**src/rtl/sram_port_arbiter.sv**
```systemverilog
// Shares one SRAM-like port between the inst and data masters.
// Address phase is arbitrated combinationally, then locked until accepted.
// Responses are routed back through an in-order owner tag FIFO.
module sram_port_arbiter #(
  parameter int unsigned OUTSTANDING = 4
) (
  input  logic        clk,
  input  logic        resetn,
  input  logic        inst_req,
  input  logic        inst_wr,
  input  logic [1:0]  inst_size,
  input  logic [3:0]  inst_wstrb,
  input  logic [31:0] inst_addr,
  input  logic [31:0] inst_wdata,
  output logic        inst_addr_ok,
  output logic        inst_data_ok,
  output logic [31:0] inst_rdata,
  input  logic        data_req,
  input  logic        data_wr,
  input  logic [1:0]  data_size,
  input  logic [3:0]  data_wstrb,
  input  logic [31:0] data_addr,
  input  logic [31:0] data_wdata,
  output logic        data_addr_ok,
  output logic        data_data_ok,
  output logic [31:0] data_rdata,
  output logic        mem_req,
  output logic        mem_wr,
  output logic [1:0]  mem_size,
  output logic [3:0]  mem_wstrb,
  output logic [31:0] mem_addr,
  output logic [31:0] mem_wdata,
  input  logic        mem_addr_ok,
  input  logic        mem_data_ok,
  input  logic [31:0] mem_rdata,
  output logic        proto_err
);
  localparam int PW = $clog2(OUTSTANDING);
  localparam logic [PW:0] FULL_CNT = (PW+1)'(OUTSTANDING);

  typedef enum logic [1:0] {IDLE, LOCK_I, LOCK_D} state_t;

  state_t state, state_nxt;
  logic   prio;  // 1 = data wins the next contested cycle
  logic   grant_i, grant_d;
  logic   full, accept, push, pop, head;

  logic [OUTSTANDING-1:0] tags;
  logic [PW-1:0]          wr_ptr, rd_ptr;
  logic [PW:0]            count;

  always_ff @(posedge clk) begin
    if (!resetn) begin
      state <= IDLE;
      prio  <= 1'b1;
    end else begin
      state <= state_nxt;
      // The loser of a contested accepted grant gets priority next time.
      if (accept && inst_req && data_req)
        prio <= grant_i;
    end
  end

  always_comb begin
    state_nxt = state;
    case (state)
      IDLE: begin
        if ((grant_i || grant_d) && !accept)
          state_nxt = grant_d ? LOCK_D : LOCK_I;
      end
      LOCK_I, LOCK_D: begin
        if (accept)
          state_nxt = IDLE;
      end
      default: state_nxt = IDLE;
    endcase
  end

  always_comb begin
    grant_i = 1'b0;
    grant_d = 1'b0;
    case (state)
      LOCK_I: grant_i = 1'b1;
      LOCK_D: grant_d = 1'b1;
      default: begin
        if (inst_req && data_req) begin
          grant_d = prio;
          grant_i = ~prio;
        end else begin
          grant_i = inst_req;
          grant_d = data_req;
        end
      end
    endcase
  end

  assign full    = (count == FULL_CNT);
  assign mem_req = resetn & ~full & (grant_i | grant_d);
  assign accept  = mem_req & mem_addr_ok;

  assign mem_wr    = grant_d ? data_wr    : inst_wr;
  assign mem_size  = grant_d ? data_size  : inst_size;
  assign mem_wstrb = grant_d ? data_wstrb : inst_wstrb;
  assign mem_addr  = grant_d ? data_addr  : inst_addr;
  assign mem_wdata = grant_d ? data_wdata : inst_wdata;

  assign inst_addr_ok = accept & grant_i;
  assign data_addr_ok = accept & grant_d;

  assign push = accept;
  assign pop  = resetn & mem_data_ok & (count != '0);
  assign head = tags[rd_ptr];

  assign inst_data_ok = pop & ~head;
  assign data_data_ok = pop & head;
  assign inst_rdata   = mem_rdata;
  assign data_rdata   = mem_rdata;

  always_ff @(posedge clk) begin
    if (!resetn) begin
      wr_ptr    <= '0;
      rd_ptr    <= '0;
      count     <= '0;
      proto_err <= 1'b0;
    end else begin
      if (push) begin
        tags[wr_ptr] <= grant_d;
        wr_ptr       <= wr_ptr + 1'b1;
      end
      if (pop)
        rd_ptr <= rd_ptr + 1'b1;
      case ({push, pop})
        2'b10:   count <= count + 1'b1;
        2'b01:   count <= count - 1'b1;
        default: count <= count;
      endcase
      if (mem_data_ok && count == '0)
        proto_err <= 1'b1;
    end
  end
endmodule
```
**config.mk**
```make
export PLATFORM = sky130hd
export DESIGN_NAME = sram_port_arbiter
export DESIGN_NICKNAME = d
export VERILOG_FILES = /design/src/rtl/sram_port_arbiter.sv
export SDC_FILE = /design/constraint.sdc
export NUM_CORES = 1
export LEC_CHECK = 0
export BUFFER_PORTS_ARGS = -buffer_cell sky130_fd_sc_hd__clkbuf_2
export CORE_AREA = 3 3 122 124
export CTS_BUF_LIST = sky130_fd_sc_hd__clkbuf_4 sky130_fd_sc_hd__clkbuf_8
export DETAILED_ROUTE_END_ITERATION = 16
export DIE_AREA = 0 0 125 127
export PLACE_DENSITY = 0.6
export RECOVER_POWER = 25
export SYNTH_ARGS = -nofsm -noshare
export SYNTH_HDL_FRONTEND = slang
export SYNTH_SLANG_ARGS = --single-unit
```
**constraint.sdc**
```tcl
create_clock -name clk -period 2.8 [get_ports clk]
set_clock_uncertainty 0.05 [all_clocks]
set_input_delay 0.14 -clock clk [delete_from_list [all_inputs] [get_ports clk]]
set_output_delay 0.14 -clock clk [all_outputs]
set_load 0.05 [all_outputs]
```
==> summary.md, run 1 <==
| Metric | Value |
|---|---|
| Worst R2R Setup Slack | `0.24 ns` |
| Post-synth top area cell | `mux2_4` |
| Setup_tns | `0 ns` |
| Normalized max-slew margin | `0.763` |
| I/O Buffers | `about 220` |
| Die height | `127 um` |
| Worst-Margin Slew | `0.353 ns` |
| Gate power share | `0.771` |
| Register area share after synthesis | `0.139` |
| RR Endpoint | `count[2]` |
| Post-CTS Hold Buffers | `0` |
| Async SR Flop Fraction | `0` |
| Worst EP required | `2.61 ns` |
| Total global-route track usage | `0.0854` |
| Grt total ovfl | `0` |
| Post-Route WL | `~7700 um` |
| Sw Ratio | `0.551` |
| Tmin final | `about 2.6 ns` |
| Layout cells sized above 1 | `0.762` |
| DP HPWL | `roughly 6800 um` |
| Clock power share | `0.093` |
| Routed Antenna Nets | `0` |
| Min setup slack post-route | `0.200 ns` |
| # clock sinks | `15` |
| Die Area | `15,900 um2` |
| Dominant cells by area after synthesis | `mux2_4, buf_4, dfxtp_1, mux2_2, edfxtp_1` |
| LEAKAGE | `between 0.0015 and 0.002 uW` |
| Vias in the first global route | `approximately 2,200` |
| Metal-1 WL | `about 3000 um` |
| Hold Crit Class | `in2reg` |
| CP Capture Type | `output pin` |
| Vias/cell | `around 3.9` |
| Clk_lat worst skew | `0.25 ns` |
| Worst Path Arrival | `approximately 2.4 ns` |
| Max_cap viols | `0` |
| Final period util | `0.928` |
| Starting Density | `0.177` |
| Synth Area per Inst | `a little over 10 um2` |
| Most frequent cell after synthesis | `buf_4` |
| Internal Power | `approximately 900 uW` |
| #FFs+latches synth | `15` |
| Setup violators final | `0` |
| Top cells by count, synth | `buf_4, mux2_4, mux2_2` |
| Synth cell types | `38` |
| Status | `complete, no violations` |
| Cell Area, Synth | `~2500 um2` |
| Ant diodes | `0` |
| Hold path depth | `3` |
| Pre-antenna DRT Iters | `4` |
| Critical path fanouts, max | `37` |
| Count of routing violations after the opening detailed-route iteration | `71` |
| Worst Min Path Start | `mem_data_ok` |
| Met2 WL | `approximately 3500 um` |
| Worst slack, placed | `0.0192 ns` |
| Slowest CP cell | `mux2_2` |
| Die X-Extent | `approximately 130 um` |
| Post-CTS Setup Bufs | `0` |
| P_sw | `about 1100 uW` |
| Root Buffer | `clkbuf_8` |
| Power Density | `594 nW/um2` |
| Clk buf depth | `2` |
| First-pass GRT wire length | `11,100 um` |
| Highest routed layer | `met4` |
| R2R Path Start | `state[0]` |
| Fmax | `0.385 GHz` |
| Worst IR Drop VDD | `approximately 0.20 mV` |
| Initial antenna violation count | `0` |
| Min-Delay Endpoint | `proto_err` |
| CP cell instances | `inv_1, ha_1, buf_4, nand2_1, o31a_2, buf_12, mux2_2, clkbuf_2` |
| CTS tree | `built` |
| Num rows | `43` |
| DR DRC count | `0` |
| Slew Viols, Final | `0` |
| Total CTS buffers | `3` |
| Drt wl/cell | `roughly 13 um` |
| Top cell type's share of synthesized area | `0.306` |
| CP peak stage delay | `0.41 ns` |
| Crit path from | `state[0]` |
| Met3 WL | `roughly 1100 um` |
| Startpoint Class | `flip-flop` |
| Area growth syn-to-layout | `37.1%` |
| GP Congestion | `a little under 0.8` |
| Cells after synthesis | `between 200 and 250` |
| RSZ-0062 raised after global routing | `false` |
| Post-synth EDFFs | `4` |
| Final nets | `a little under 600` |
| Crit Path Category | `reg2out` |
| Worst R2R Path Depth | `11` |
| Seq pwr share | `0.137` |
| DR vias | `roughly 2,300` |
| IO Count | `about 320` |
| H-tree Lvls | `1` |
| Largest net degree at the start of global routing | `38` |
| Hold Fails Final Rpt | `0` |
| Yosys Warn Count | `0` |
| Clock Pin Slew Worst Setup and Hold Paths | `0.07 ns` |
| Core Area | `about 14,000 um2` |
| Syn_nets | `approximately 430` |
| Synth Flop Type | `dfxtp_1` |
## cell families (layout without fill, tap and decap cells)
logic type / Yosys count / count (layout) / share of synthesized area
buf+inv: 87 / 247 / 0.253
mux: 76 / 76 / 0.428
simple gates: 32 / 32 / 0.0689
compound gates: 17 / 17 / 0.0516
flops: 15 / 15 / 0.139
fa+ha+maj: 9 / 9 / 0.0490
xor+xnor: 3 / 3 / 0.0107
## critical path, delay by kind of cell (launching register included)
kind            cells  cell delay [ns]
compound gates      1             0.22
fa+ha+maj           1             0.34
buf+inv             4             0.75
flops               1             0.35
mux                 1             0.41
simple gates        1             0.05
## stage by stage
stage | area, um2 | cells | hold slack [ns] | util | total power (uW)
6_report | 3360 | 579 | 0.0900 | 0.242 | 2000
5_1_grt | 3360 | 579 | 0.107 | 0.242 | 2100
4_1_cts | 3350 | 579 | 0.0884 | 0.241 | 2010
3_5_place_dp | 3300 | 575 | 0.230 | 0.238 | 1820
3_3_place_gp | 3300 | 575 | 0.230 | 0.238 | 1810
2_1_floorplan | 2450 | 239 | 0.231 | - | 1740
## how the worst max path moves through the flow
stage                     to  slack (ns)  cells past startpoint
2_1_floorplan       count[2]        0.09                     12
3_3_place_gp        count[2]        0.10                     11
3_5_place_dp        count[2]        0.02                     11
4_1_cts             count[2]        0.18                     11
5_1_grt             count[2]        0.01                     11
6_report       mem_wdata[27]        0.20                      8
## state kept, by name, indices dropped and copies added, names as in the netlist
register	cells
prio	1
tags	4
rd_ptr	2
proto_err	1
state	2
count	3
wr_ptr	2
## cell type report
type	count	area, um2
fill	1533	10500
timing repair buffer	230	1190
inverter	13	48.8
clock inverter	1	5.00
sequential	15	340
tap	180	225
multi-input combinational	137	1510
clock buffer	3	41.3
## cells in the final DEF (no fill, tap or decap), drive strengths merged, types with 2 or more instances in the layout
cell type / n
a21oi: 3
and2: 5
buf: 6
clkbuf: 227
dfxtp: 11
edfxtp: 4
ha: 8
inv: 13
mux2: 71
mux2i: 4
nand2: 6
nor2: 8
nor2b: 2
nor3: 3
nor3b: 3
o211ai: 2
o22ai: 2
o311ai: 3
xor2: 2
## repair_timing
action | 4_1_cts | 5_1_grt
setup endpoints to repair | 1 | 1
gates resized for setup | 1 | 3
pin swaps | 0 | 0
## layer usage
layer / GRT usage / vias to the layer above
li1: - / 1088
met1: 0.105 / 984
met2: 0.140 / 167
met3: 0.0389 / 11
met4: 0.0140 / 0
met5: 0 / -
## power by group through the flow
stage | combinational (uW) | sequential, uW | clock, uW
floorplan | 1460 | 281 | 0
CTS | 1540 | 273 | 189
global route | 1620 | 277 | 201
detailed placement | 1540 | 278 | 0
global placement | 1530 | 278 | 0
finish | 1540 | 273 | 185
(Power assumes the default switching activity.)
==> inputs of run 2 (changes only) <==
--- a/config.mk
+++ b/config.mk
@@ -10,6 +10,7 @@
 export CTS_BUF_LIST = sky130_fd_sc_hd__clkbuf_4 sky130_fd_sc_hd__clkbuf_8
 export DETAILED_ROUTE_END_ITERATION = 16
 export DIE_AREA = 0 0 125 127
+export GPL_TIMING_DRIVEN = 0
 export PLACE_DENSITY = 0.6
 export RECOVER_POWER = 25
 export SYNTH_ARGS = -nofsm -noshare
==> summary.md, run 2 (synthesis results as in run 1) <==
| Metric | Value |
|---|---|
| Core Area | `13,900 um2 (unchanged)` |
| Hold_ws | `0.0881 ns (-0.00191 ns)` |
| R2R Path Start | `state[1]` |
| CP Capture Type | `flip-flop` |
| Post-DP Area | `4110 um2 (+25%)` |
| Root Buffer | `clkbuf_8` |
| Count of routing violations after the opening detailed-route iteration | `96 (+35%)` |
| RSZ-0062 raised after global routing | `false` |
| Final period util | `0.935 (+0.00687)` |
| Power Density | `552 nW/um2 (-7.0%)` |
| Worst R2R Setup Slack | `0.18 ns (-0.06 ns)` |
| RR Endpoint | `count[2]` |
| Core Util, Final | `0.301 (+0.0584)` |
| Startpoint Class | `flip-flop` |
| Worst Path Arrival | `2.75 ns (+0.34 ns)` |
| Status | `complete, no violations` |
| Top flop regs | `tags x4, count x3` |
| CP cell instances | `inv_1, ha_1, buf_4, nor3b_4, nor3_4, inv_2, ha_1, inv_1, fa_1, xor2_1, or3_1, a21oi_1` |
| Finished Layout Cells | `713 (+23%)` |
| Crit path from | `state[1]` |
| Num rows | `43 (unchanged)` |
| Routed Antenna Nets | `0 (unchanged)` |
| Drt wl/cell | `13.2 um (-0.76%)` |
| Die X-Extent | `125 um (unchanged)` |
| Grt total ovfl | `0 (unchanged)` |
| DR vias | `2,780 (+24%)` |
| Tmin final | `2.62 ns (+0.0192 ns)` |
| GP Congestion | `0.765 (-1.0%)` |
| Ant diodes | `0 (unchanged)` |
| Most frequent cells in the layout | `clkbuf_2, buf_4, mux2_4` |
| Total global-route track usage | `0.102 (+0.0170)` |
| Filler instances | `1,549 (+1.0%)` |
| Max_cap viols | `0 (unchanged)` |
| Worst EP required | `2.93 ns (+0.32 ns)` |
| DP HPWL | `8450 um (+25%)` |
| First-pass GRT wire length | `13,400 um (+21%)` |
| Crit Path Category | `reg2reg` |
| Die height | `127 um (unchanged)` |
| Hold Fails Final Rpt | `0 (unchanged)` |
| Reg with most FFs | `tags` |
| Vias in the first global route | `2,651 (+19%)` |
| Pre-antenna DRT Iters | `4 (unchanged)` |
| Normalized max-slew margin | `0.600 (-0.163)` |
| Worst-Margin Slew | `0.603 ns (+0.250 ns)` |
| Hold Crit Class | `in2reg` |
| # clock sinks | `15 (unchanged)` |
| Worst slack, placed | `-0.287 ns (-0.306 ns)` |
| I/O Buffers | `287 (+28%)` |
| Most common cell after layout, fill and taps aside | `clkbuf_2` |
| Min-Delay Endpoint | `proto_err` |
| Vias/cell | `3.90 (+0.33%)` |
| Largest register FFs | `4 (unchanged)` |
| Final nets | `723 (+23%)` |
| Post-Route WL | `9390 um (+22%)` |
| Slowest CP cell | `fa_1` |
| CP peak stage delay | `0.37 ns (-0.04 ns)` |
| H-tree Lvls | `1 (unchanged)` |
| Critical path fanouts, max | `8 (-78%)` |
| LEAKAGE | `0.00235 uW (+26%)` |
| IO Count | `321 (unchanged)` |
| Clk_lat worst skew | `0.25 ns (about the same)` |
| Min setup slack post-route | `0.181 ns (-0.0192 ns)` |
| Layout cells sized above 1 | `0.754 (-0.00768)` |
| Worst IR Drop VDD | `0.180 mV (-11%)` |
| Final Cell Area | `4170 um2 (+24%)` |
| Slew Viols, Final | `0 (unchanged)` |
| Initial antenna violation count | `0 (unchanged)` |
| DR DRC count | `0 (unchanged)` |
| Clock Pin Slew Worst Setup and Hold Paths | `0.07 ns (about the same)` |
| Fmax | `0.382 GHz (-0.73%)` |
| Largest net degree at the start of global routing | `11 (-71%)` |
| Post-Place Cells | `706 (+23%)` |
| Worst R2R Path Depth | `12 (+1)` |
| Total CTS buffers | `3 (unchanged)` |
| Clk buf depth | `2 (unchanged)` |
| CTS tree | `built` |
| Die Area | `15,900 um2 (unchanged)` |
| Setup violators final | `0 (unchanged)` |
| Post-CTS Hold Buffers | `0 (unchanged)` |
| Area growth syn-to-layout | `70.2%` |
| Hold path depth | `3 (unchanged)` |
| Worst Min Path Start | `mem_data_ok` |
| Starting Density | `0.177 (unchanged)` |
[run 2: cell count changes in the layout (fill, tap and decap cells not counted), moves of 2 or more]
cell	previous run	this run
buf_6	0	6
buf_4	4	69
clkbuf_1	0	39
clkbuf_2	224	248
buf_2	0	2
buf_12	2	0
[run 2: stage by stage]
stage | total power, uW | TNS (ns)
global route | 2420 | 0
global placement | 2110 | -0.254
floorplan | 1740 | 0
detailed placement | 2120 | -0.322
finish | 2300 | 0
CTS | 2320 | 0
[run 2: what timing repair did]
action | in CTS | in global routing
buffers inserted | 1 | 2
endpoints found under the setup margin | 2 | 2
resized for setup | 3 | 8
[run 2: report_power, final]
group,internal [uW],switching (uW),total [uW]
sequential,251,25.2,276
clock,98.5,80.0,178
combinational,641,1210,1850
[run 2: how the worst max path moves through the flow]
stage,endpoint,slack [ns],depth (start not counted)
after global routing,count[2],0.00004,12
after detailed placement,count[2],-0.29,12
after floorplan,count[2],0.09,12
after CTS,count[2],0.04,12
after global placement,count[2],-0.25,12
final,count[2],0.18,12
[run 2: final cells by class]
type | count | area (um2) | area share
multi-input cells | 137 | 1530 | 0.366
clock buffers | 3 | 41.3 | 0.00990
inverters | 13 | 48.8 | 0.0117
clock inverters | 1 | 5.00 | 0.00120
well taps | 180 | 225 | 0.0540
repair buffers | 290 | 1410 | 0.338
flip-flops and latches | 15 | 342 | 0.0819
plain buffers | 74 | 573 | 0.137
[run 2: metal layers]
metal | global-route usage | wire [um] | vias to the layer above
li1 | - | - | 1353
met5 | 0 | 0 | -
met4 | 0.0121 | 39 | 0
met2 | 0.189 | 4820 | 172
met3 | 0.0213 | 934 | 4
met1 | 0.126 | 3600 | 1251
[run 2: worst max-delay path, delay by kind of cell (launching register included)]
family,cells,cell delay [ns]
buffers and inverters,4,0.36
xor gates and xnor gates,1,0.16
and+or+nand+nor,3,0.68
AOI/OAI and AO/OA,1,0.14
adders and majority gates,3,0.81
DFF,1,0.36
==> inputs of run 3 (changes only) <==
--- a/config.mk
+++ b/config.mk
@@ -6,13 +6,14 @@
 export NUM_CORES = 1
 export LEC_CHECK = 0
 export BUFFER_PORTS_ARGS = -buffer_cell sky130_fd_sc_hd__clkbuf_2
-export CORE_AREA = 3 3 122 124
+export CELL_PAD_IN_SITES_DETAIL_PLACEMENT = 1
+export CELL_PAD_IN_SITES_GLOBAL_PLACEMENT = 1
+export CORE_AREA = 3 3 125 127
 export CTS_BUF_LIST = sky130_fd_sc_hd__clkbuf_4 sky130_fd_sc_hd__clkbuf_8
 export DETAILED_ROUTE_END_ITERATION = 16
-export DIE_AREA = 0 0 125 127
+export DIE_AREA = 0 0 128 130
 export GPL_TIMING_DRIVEN = 0
-export PLACE_DENSITY = 0.6
-export RECOVER_POWER = 25
+export PLACE_DENSITY = 0.79
 export SYNTH_ARGS = -nofsm -noshare
 export SYNTH_HDL_FRONTEND = slang
 export SYNTH_SLANG_ARGS = --single-unit
==> summary.md, run 3 (synthesis results as in run 1) <==
| Metric | Value |
|---|---|
| Status | `complete, no violations` |
| Worst Path Arrival | `2.79 ns (+0.04 ns)` |
| Normalized max-slew margin | `0.670 (+0.0700)` |
| Initial antenna violation count | `0 (unchanged)` |
| Min-Delay Endpoint | `proto_err` |
| GP Congestion | `0.741 (-3.1%)` |
| Setup violators final | `0 (unchanged)` |
| Startpoint Class | `flip-flop` |
| Count of routing violations after the opening detailed-route iteration | `59 (-39%)` |
| CP Capture Type | `flip-flop` |
| Crit Path Category | `reg2reg` |
| Grt total ovfl | `0 (unchanged)` |
| CTS tree | `built` |
| Hold path depth | `3 (unchanged)` |
| Most frequent cells in the layout | `clkbuf_2, buf_4, mux2_4` |
| Power Density | `558 nW/um2 (+0.93%)` |
| CP cell instances | `inv_1, ha_1, buf_6, nor3b_4, nor3_4, inv_2, ha_2, inv_1, fa_1, xor2_1, or3_1, a21oi_1` |
| Core Area | `14,500 um2 (+4.7%)` |
| DR DRC count | `0 (unchanged)` |
| LEAKAGE | `0.00246 uW (+4.8%)` |
| DR vias | `2,846 (+2.4%)` |
| Routed Antenna Nets | `0 (unchanged)` |
| Slowest CP cell | `fa_1` |
| Critical path fanouts, max | `8 (unchanged)` |
| Largest net degree at the start of global routing | `11 (unchanged)` |
| Die X-Extent | `128 um (+2.4%)` |
| Most common cell after layout, fill and taps aside | `clkbuf_2` |
| Max_cap viols | `0 (unchanged)` |
| Total global-route track usage | `0.124 (+0.0219)` |
| Final period util | `0.948 (+0.0125)` |
| Total power | `2360 uW (+2.5%)` |
| Worst EP required | `2.94 ns (about the same)` |
| Ant diodes | `0 (unchanged)` |
| Vias/cell | `3.97 (+1.9%)` |
| Tmin final | `2.65 ns (+0.0351 ns)` |
| Total CTS buffers | `3 (unchanged)` |
| Worst Min Path Start | `mem_data_ok` |
| Starting Density | `0.169 (-0.00794)` |
| R2R Path Start | `state[0]` |
| Root Buffer | `clkbuf_8` |
| Hold Fails Final Rpt | `0 (unchanged)` |
| Top flop regs | `tags x4, count x3` |
| Reg with most FFs | `tags` |
| Worst IR Drop VDD | `0.196 mV (+9.0%)` |
| # clock sinks | `15 (unchanged)` |
| I/O Buffers | `287 (unchanged)` |
| Clk_lat worst skew | `0.25 ns (about the same)` |
| Die height | `130 um (+2.4%)` |
| Top cell by count, worst path | `inv_1` |
| Area growth syn-to-layout | `72.8%` |
| Slew Viols, Final | `0 (unchanged)` |
| Final nets | `722 (-0.14%)` |
| RSZ-0062 raised after global routing | `false` |
| IO Count | `321 (unchanged)` |
| H-tree Lvls | `1 (unchanged)` |
| Clock Pin Slew Worst Setup and Hold Paths | `0.07 ns (about the same)` |
| Fmax | `0.377 GHz (-1.3%)` |
| Worst R2R Path Depth | `12 (unchanged)` |
| Clk buf depth | `2 (unchanged)` |
| Hold_ws | `0.0832 ns (-0.00495 ns)` |
| Largest register FFs | `4 (unchanged)` |
| DP HPWL | `11,200 um (+32%)` |
| Pre-antenna DRT Iters | `4 (unchanged)` |
| Layout cells sized above 1 | `0.831 (+0.0766)` |
| Vias in the first global route | `2,859 (+7.8%)` |
| Hold Crit Class | `in2reg` |
| Drt wl/cell | `17.0 um (+29%)` |
| Post-Route WL | `12,200 um (+30%)` |
| RR Endpoint | `count[2]` |
| CP peak stage delay | `0.37 ns (about the same)` |
| First-pass GRT wire length | `15,900 um (+19%)` |
| Die Area | `16,600 um2 (+4.8%)` |
| Worst-Margin Slew | `0.493 ns (-0.110 ns)` |
| Num rows | `44 (+2.3%)` |
| Worst R2R Setup Slack | `0.15 ns (-0.04 ns)` |
run 3: cell type report:
type                            count  area, um2
Sequential cell                    15        343
Inverter                           13       48.8
Tap cell                          184        230
Fill cell                        1819      10300
Timing Repair Buffer              289       1450
Multi-Input combinational cell    137       1540
Clock inverter                      1       5.00
Clock buffer                        3       41.3
Buffer                             74        577
run 3: repair_timing:
item / CTS / global route
setup endpoints to repair: 2 / 2
gates resized for setup: 4 / 11
pin swaps: 0 / 0
setup buffers: 1 / 1
hold buffers: 0 / 0
run 3: how the worst max path moves through the flow:
| stage | start | endpoint | slack, ns | cells past startpoint |
|---|---|---|---|---|
| 5_1_grt | state[1] | count[2] | 0.003 | 12 |
| 6_report | state[0] | count[2] | 0.15 | 12 |
| 2_1_floorplan | state[0] | count[2] | 0.09 | 12 |
| 4_1_cts | state[0] | count[2] | 0.05 | 12 |
| 3_3_place_gp | state[1] | count[2] | -0.23 | 12 |
| 3_5_place_dp | state[0] | count[2] | -0.26 | 12 |
run 3: worst max-delay path, delay by kind of cell, from the launching register on:
kind	cells	cell delay, ns
buf+inv	4	0.33
fa+ha+maj	3	0.83
compound gates	1	0.14
xor+xnor	1	0.16
simple gates	3	0.72
flops	1	0.35
run 3: where the power goes:
group | leakage (uW) | internal (uW) | switching (uW) | total (uW)
clock network | 0.0000255 | 98.7 | 83.8 | 183
registers | 0.000127 | 252 | 25.4 | 277
logic | 0.00231 | 651 | 1250 | 1900
total | 0.00246 | 1000 | 1360 | 2360
run 3: metal layers:
metal	vias up	routed length [um]	GRT usage
li1	1352	-	-
met1	1309	4240	0.140
met2	179	6310	0.225
met3	6	1570	0.0528
met4	0	64	0.0150
met5	-	0	0
run 3: per-stage QoR:
step	util	TNS (ns)	cells	area [um2]	worst slack (ns)
6_report	0.291	0	716	4240	0.146
5_1_grt	0.291	0	716	4240	0.00345
4_1_cts	0.288	0	715	4180	0.0500
3_5_place_dp	0.283	-0.310	710	4120	-0.264
3_3_place_gp	0.283	-0.225	710	4120	-0.225
2_1_floorplan	-	0	239	2450	0.0936
